==> src/rtl/ps2_scan_receiver.sv <==
// PS/2 keyboard receiver: synchronizes the raw pins, deframes 11-bit frames and
// tracks make/break/extended prefixes to hold the code of the currently pressed key.
module ps2_scan_receiver #(
    parameter int TIMEOUT_CYCLES = 5000,
    parameter int SYNC_STAGES    = 2
) (
    input  logic       clock,
    input  logic       resetn,
    input  logic       ps2_clk,
    input  logic       ps2_dat,
    output logic [7:0] keyboard_data,
    output logic       key_pressed,
    output logic       frame_valid,
    output logic [7:0] frame_data,
    output logic       frame_err
);

    localparam int TW = $clog2(TIMEOUT_CYCLES + 1);

    typedef enum logic [1:0] {IDLE, SHIFT, CHECK} state_t;

    state_t                 state, state_next;
    logic [SYNC_STAGES-1:0] clk_sync, dat_sync;
    logic                   clk_prev;
    logic                   fall;
    logic                   dat_s;
    logic [10:0]            shreg;
    logic [3:0]             bit_cnt;
    logic [TW-1:0]          timer;
    logic                   break_pending, ext_pending;
    logic                   shift_en, valid_set, err_set;
    logic                   frame_good;

    assign fall  = clk_prev & ~clk_sync[SYNC_STAGES-1];
    assign dat_s = dat_sync[SYNC_STAGES-1];

    // After 11 LSB-first shifts: [0]=start, [8:1]=data, [9]=parity, [10]=stop.
    assign frame_good = ~shreg[0] & shreg[10] & (^shreg[9:1]);

    always_comb begin
        // NOTE: every output of this block gets a default first so no path leaves
        // a value unassigned, which would otherwise infer a latch.
        state_next = state;
        shift_en   = 1'b0;
        valid_set  = 1'b0;
        err_set    = 1'b0;
        case (state)
            IDLE: begin
                if (fall) begin
                    shift_en   = 1'b1;
                    state_next = SHIFT;
                end
            end
            SHIFT: begin
                if (fall) begin
                    shift_en = 1'b1;
                    if (bit_cnt == 4'd10) state_next = CHECK;
                end else if (timer == TW'(TIMEOUT_CYCLES - 1)) begin
                    err_set    = 1'b1;
                    state_next = IDLE;
                end
            end
            CHECK: begin
                state_next = IDLE;
                if (frame_good) valid_set = 1'b1;
                else            err_set   = 1'b1;
            end
            default: state_next = IDLE;
        endcase
    end

    // NOTE: all state below is updated with non-blocking assignments so every
    // register sees the pre-edge values of the others, independent of statement order.
    always_ff @(posedge clock) begin
        if (!resetn) begin
            clk_sync      <= {SYNC_STAGES{1'b1}};
            dat_sync      <= {SYNC_STAGES{1'b1}};
            clk_prev      <= 1'b1;
            state         <= IDLE;
            shreg         <= '0;
            bit_cnt       <= '0;
            timer         <= '0;
            break_pending <= 1'b0;
            ext_pending   <= 1'b0;
            keyboard_data <= 8'h00;
            key_pressed   <= 1'b0;
            frame_valid   <= 1'b0;
            frame_data    <= 8'h00;
            frame_err     <= 1'b0;
        end else begin
            clk_sync    <= {clk_sync[SYNC_STAGES-2:0], ps2_clk};
            dat_sync    <= {dat_sync[SYNC_STAGES-2:0], ps2_dat};
            clk_prev    <= clk_sync[SYNC_STAGES-1];
            state       <= state_next;
            frame_valid <= valid_set;
            frame_err   <= err_set;

            if (valid_set) frame_data <= shreg[8:1];

            if (shift_en) begin
                shreg   <= {dat_s, shreg[10:1]};
                bit_cnt <= (state == IDLE) ? 4'd1 : bit_cnt + 4'd1;
            end

            if (state == SHIFT && !fall) timer <= timer + 1'b1;
            else                         timer <= '0;

            // Prefix tracking runs on the byte presented with frame_valid.
            if (frame_valid) begin
                case (frame_data)
                    8'hE0: ext_pending <= 1'b1;
                    8'hF0: begin
                        break_pending <= 1'b1;
                        ext_pending   <= ext_pending;
                    end
                    default: begin
                        if (!break_pending) begin
                            keyboard_data <= frame_data;
                            key_pressed   <= 1'b1;
                        end else if (frame_data == keyboard_data) begin
                            keyboard_data <= 8'h00;
                            key_pressed   <= 1'b0;
                        end
                        break_pending <= 1'b0;
                        ext_pending   <= 1'b0;
                    end
                endcase
            end
        end
    end

endmodule

==> config.mk <==
export PLATFORM = sky130hd
export DESIGN_NAME = ps2_scan_receiver
export DESIGN_NICKNAME = d
export VERILOG_FILES = /design/src/rtl/ps2_scan_receiver.sv
export SDC_FILE = /design/constraint.sdc
export NUM_CORES = 1
export LEC_CHECK = 0
export ABC_AREA = 1
export CORE_AREA = 2 2 75 77
export CTS_CLUSTER_SIZE = 28
export DETAILED_ROUTE_END_ITERATION = 16
export DIE_AREA = 0 0 77 79
export GPL_ROUTABILITY_DRIVEN = 0
export GPL_TIMING_DRIVEN = 0
export PLACE_DENSITY = 0.69
export SETUP_SLACK_MARGIN = 0.2
export SYNTH_ARGS = -nofsm -noshare
export SYNTH_HDL_FRONTEND = slang
export SYNTH_SLANG_ARGS = --single-unit
==> constraint.sdc <==
create_clock -name clock -period 3.96 [get_ports clock]
set_clock_uncertainty 0.1 [all_clocks]
set_input_delay 0.792 -clock clock [delete_from_list [all_inputs] [get_ports clock]]
set_output_delay 0.792 -clock clock [all_outputs]
set_load 0.01 [all_outputs]
Word level (Yosys, flattened, before mapping)
Index checks and enable logic that the tools add are counted.

$add $sub $neg: 2. Eq/ne operators: 11. Multiplexer cells: 19. Bitwise operators: 7. Reduce and logical (&&, ||, !) cells: 10.

Operator list (count): $eq A8 B8 Y1 const B (2); $mux W8 (2); $add A13 B1 Y13 const B (1); $eq A13 B13 Y1 const B (1); $mux W1 (9); $reduce_xor A9 Y1 (1); $eq A8 B8 Y1 (1); $mux W2 (4); $ne A3 B3 Y1 const B (2); $reduce_and A3 Y1 (2); $add A4 B1 Y4 const B (1); $eq A4 B4 Y1 const B (1); $mux W4 (1); $not A1 Y1 (4); $pmux W1 S2 (2); $pmux W2 S2 (1); $reduce_and A2 Y1 (2); $reduce_or A2 Y1 (2); $and A1 B1 Y1 (3); $eq A2 B1 Y1 const B (1); $eq A2 B2 Y1 const B (1); $logic_not A2 Y1 (1); $ne A2 B1 Y1 const B (1); $ne A2 B2 Y1 const B (1); other kinds (2) (2).

Bits in registers: 55. Input port bits: 4. Output and inout bits: 19. Logic and storage cells: 62.

Longest topological paths before layout
Depth after elaboration: 5. Gate-level depth with buffers: 13. Mapped depth without buffers: 13.

Worst setup path before layout
Ideal clock, no wire load.

Path type: register to register. From: register state[0]. To: register shreg[10]. Setup time: 0.070 ns. Arrival time: 1.395 ns. Data required time: 3.790 ns. Path slack: 2.395 ns. Cell stages (with the launch flop): 7. Buffers on the path: 1. Period minus slack after synthesis: 1.565 ns. Cell sequence: dfxtp_1 inv_1 ha_1 o21ai_0 clkbuf_1 o21ai_0 a21oi_1.

Cells in the longest elaborated chain, start to end: 3. Elaborated cells between the ends (all ways): 4. Those cells by class: eq/ne (1); mux (1); reduce/logical (2).

Ends and longest elaborated chain: start, declared (RTL line 22) `state_t state, state_next;`; start signal, assigned (RTL line 94) `state <= state_next;`; $eq A2 B1 Y1 / $logic_not A2 Y1 (equally long branches) (RTL line 47) `case (state)`; $reduce_or A2 Y1 (no line) (*); $mux W1 (*); end signal, assigned (RTL line 101) `shreg <= {dat_s, shreg[10:1]};`; end, declared (RTL line 27) `logic [10:0] shreg;`.

Mark *: on every way between the ends. The rest lies on a longest branch, timed or not. A chain may end at the register's enable or synchronous reset.

Worst setup path in the final report
From: register frame_data[3]. To: output port frame_data[3].

RTL lines: start, declared (RTL line 14) `output logic [7:0] frame_data,`; start signal, assigned (RTL line 98) `if (valid_set) frame_data <= shreg[8:1];`.

No word-level cell between the ends.

==> summary by stage <==
Placement
The minimum setup slack after placement is 1.51 ns. The HPWL after detailed placement is between 3 and 4 mm. During placement, the flow inserted port buffers numbering 22.

Logic synthesis
The number of warning messages in the yosys log is 0. The post-synthesis net count is approximately 350. Synthesis instantiated 30 different standard cells from the library.

The post-synthesis area per instance is 7.45 um^2. The fraction of post-synthesis cell area in the top cell type by area is a little over two fifths. The total standard cell area after synthesis is approximately 0.0025 mm^2.

Summing the sequential cell areas from Yosys gives 43.2% of the chip area. The biggest area contributor in the post-synthesis netlist is dfxtp_1. The number of synthesized register bits is 55. By area the synthesized netlist is led by dfxtp_1 (43%), nand2_1 (9.9%), a21oi_1 (7.1%). Synthesis handed over a netlist of about 340 instances.

Clock tree
CTS placed an instance of clkbuf_8 at the clock tree root. Buffers inserted to repair hold after CTS numbered 0. The later pin in the worst-skew pair is clocked with a latency of approximately 0.3 ns. No sink is reached through more buffers than the 2 on the longest clock path. TritonCTS built the clock tree. Gates resized during post-CTS repair numbered 0.

The number of buffers inserted to repair setup after CTS is 0. The clock buffer count from CTS is 5. The number of H-tree branching levels is 2. The sink count of the clock tree is 55. The register clock-pin slew on the reported worst setup and hold paths is 0.09 ns.

Die
The area of the core region is between 0.005 and 0.006 mm^2. In this run the horizontal extent of the chip is between 70 and 80 um. The area of the die is 0.00608 mm^2. Once the floorplan was initialized, standard cells occupied a little under half of the core. The top-level I/O count is 23. After floorplanning, the core was divided into 27 placement rows. Measured along the y axis, the die boundary spans just under 80 um.

GRT
For this run the aggregate overflow at the end of global routing stands at 0. The met3 track demand over resource is 3.64%. The routing usage on met2 is about a third.

The most used routing layer is met2. The number of antenna violations at the first check in global routing is 0. The via count of the first global-routing pass came to approximately 2,000. Global routing used 17.7% of the available tracks across all layers.

The maximum number of pins on one net before global-route repair is 16. The first global-routing pass estimated roughly 9 mm of wire. The met1 global-route usage is 21.9%.

STA
The final worst-path setup slack is approximately 1.7 ns. The setup TNS after final layout is 0 ns. The worst path needs approximately 2.3 ns of the cycle, external delays included. The number of max-slew violations in the final report is 0. The highest achievable clock rate is between 400 and 500 MHz. The ratio of final minimum period to clock period is a little under three fifths. Setup violations remaining at the end of the flow were counted as 0. Setup repair after global routing left no endpoint under its margin. For the pin with the worst max-slew slack, the measured transition is 0.479 ns.

The number of endpoints with negative hold slack in the final report is 0. The worst slew margin relative to its limit is between 60% and 70%.

Worst hold path
The tightest min-delay check is of the reg -> reg type. Counting instances, the worst hold path has a depth of 1.

Setup path
The highest cell delay on the worst timing path is around 0.59 ns. The element type at the critical path end is an output port. The critical path goes through clkdlybuf4s50_1.

The number of cells on the worst reg-to-reg path is 6. STA puts the critical path data arrival time at roughly 1.4 ns. The kind of critical path is reg -> out. The cell at the slowest stage of the critical path is clkdlybuf4s50_1. The kind of cell with the highest combined delay along the critical path is buffers and inverters.

STA classifies the critical path startpoint as a register. The logic depth of the worst path, buffers included is 1. The peak fanout along the critical path is 5. The count of buffering cells on the critical path with inverters included is 1. The worst endpoint required time is 3.07 ns.

Power and ir drop
In this run the static leakage power is 1.08 nW. The power density of the placed cells is between 300 and 400 mW/mm^2. The peak ir drop on the vdd network is ~200 uV.

Detailed routing
The routed length per placed instance is approximately 11 um. Once detail routing completed, the nets flagged for antenna violations numbered 0. The overall via count from detail_route is between 2,000 and 2,500. Using the TritonRoute via totals, the vias-per-cell ratio works out to 4.90. After the first detailed-routing iteration, the DRC count stood at between 100 and 150. For this run, design rule violations remaining after detail routing come to 0.

The number of search-and-repair iterations in the first detailed-routing pass is 4. The final layout contains routed wiring with a total length of 4.95 mm.

Layout
Relative to the synthesized area, the layout overhead comes to 16.1%. In the final layout, the share of cells above drive strength 1 is under 10%. After the last flow step, the layout net total stands at ~380.

0 antenna diodes ended up in the layout.

Flow run
The count of maximum capacitance violations is 0.

Outcome
The flow ran to the end, and the final reports show no timing, DRC or antenna violations.
## worst paths after layout
kind | slack (ns) | startpoint | end
max | 1.70 | frame_data[3]$_SDFFE_PN0P_ | frame_data[3]
min | 0.32 | dat_sync[0]$_SDFF_PN1_ | dat_sync[1]$_SDFF_PN1_
max reg2reg | 2.02 | state[0]$_SDFFE_PN0P_ | shreg[7]$_SDFFE_PN0P_
min reg2reg | 0.32 | dat_sync[0]$_SDFF_PN1_ | dat_sync[1]$_SDFF_PN1_
## stage by stage
stage	total power [mW]	hold WS, ns	instance area [um^2]	utilization [%]	std cells
6_report	1.01	0.324	2960	55.4	444
4_1_cts	1.03	0.331	2960	55.4	444
5_1_grt	1.07	0.352	2960	55.4	444
2_1_floorplan	0.672	0.292	2550	-	342
3_3_place_gp	0.693	0.295	2860	53.5	436
3_5_place_dp	0.697	0.310	2860	53.5	436
## area by class of cell
type,count,area [um^2]
inverter,49,184
tap,72,90.1
timing repair buffer,22,220
fill,563,2380
multi-input combinational,231,1230
clock buffer,8,100
sequential,55,1100
buffer,7,32.5
## cell usage after synthesis
cell type / number
a211oi_1: 1
a21oi_1: 36
a31oi_1: 1
and2_1: 1
buf_2: 2
buf_4: 1
clkbuf_1: 4
clkinv_1: 2
dfxtp_1: 55
ha_1: 7
inv_1: 42
inv_2: 5
nand2_1: 67
nand2_2: 5
nand2_4: 2
nand3_1: 22
nand3_2: 2
nand3_4: 1
nand4_1: 13
nor2_1: 23
nor2_2: 1
nor3_1: 8
nor3_2: 2
nor3b_1: 1
nor4_1: 2
o21ai_0: 20
or2_2: 5
xnor2_1: 9
xnor2_2: 1
xor2_1: 1
## cells in the final DEF, fill, tap and decap left out, drive strengths merged, types with 7 or more instances in the layout
cell	Yosys	final
ha	7	7
nand4	13	13
inv	47	47
nor2	24	24
clkbuf	4	12
dfxtp	55	55
nand3	25	25
a21oi	36	36
o21ai	20	20
nor3	10	10
nand2	74	74
xnor2	10	10
clkdlybuf4s50	0	22
## cell families after synthesis
logic type      after synthesis  share of synthesized area [%]
xor+xnor                     11                           4.08
compound gates               58                           11.5
fa+ha+maj                     7                           3.44
simple gates                155                           29.2
flops                        55                           43.2
buf+inv                      56                           8.50
## sequential cells by signal, indices dropped and copies added (netlist names), 2 cells and up
| signal | cells |
|---|---|
| bit_cnt | 4 |
| clk_sync | 2 |
| dat_sync | 2 |
| frame_data | 8 |
| keyboard_data | 8 |
| shreg | 11 |
| state | 2 |
| timer | 13 |
## power by group
part	internal (mW)	leakage, nW	switching, mW
Combinational	0.0363	0.585	0.0717
Sequential	0.565	0.445	0.00964
Clock	0.160	0.0515	0.172
Total	0.762	1.08	0.253
## per-layer routing
metal  part of all wire, %  vias up
li1                      -     1172
met2                    49       27
met4                  0.75        0
met5                     0        -
met1                    47      973
met3                   3.2        5
Power figures use the tool's default switching activity.
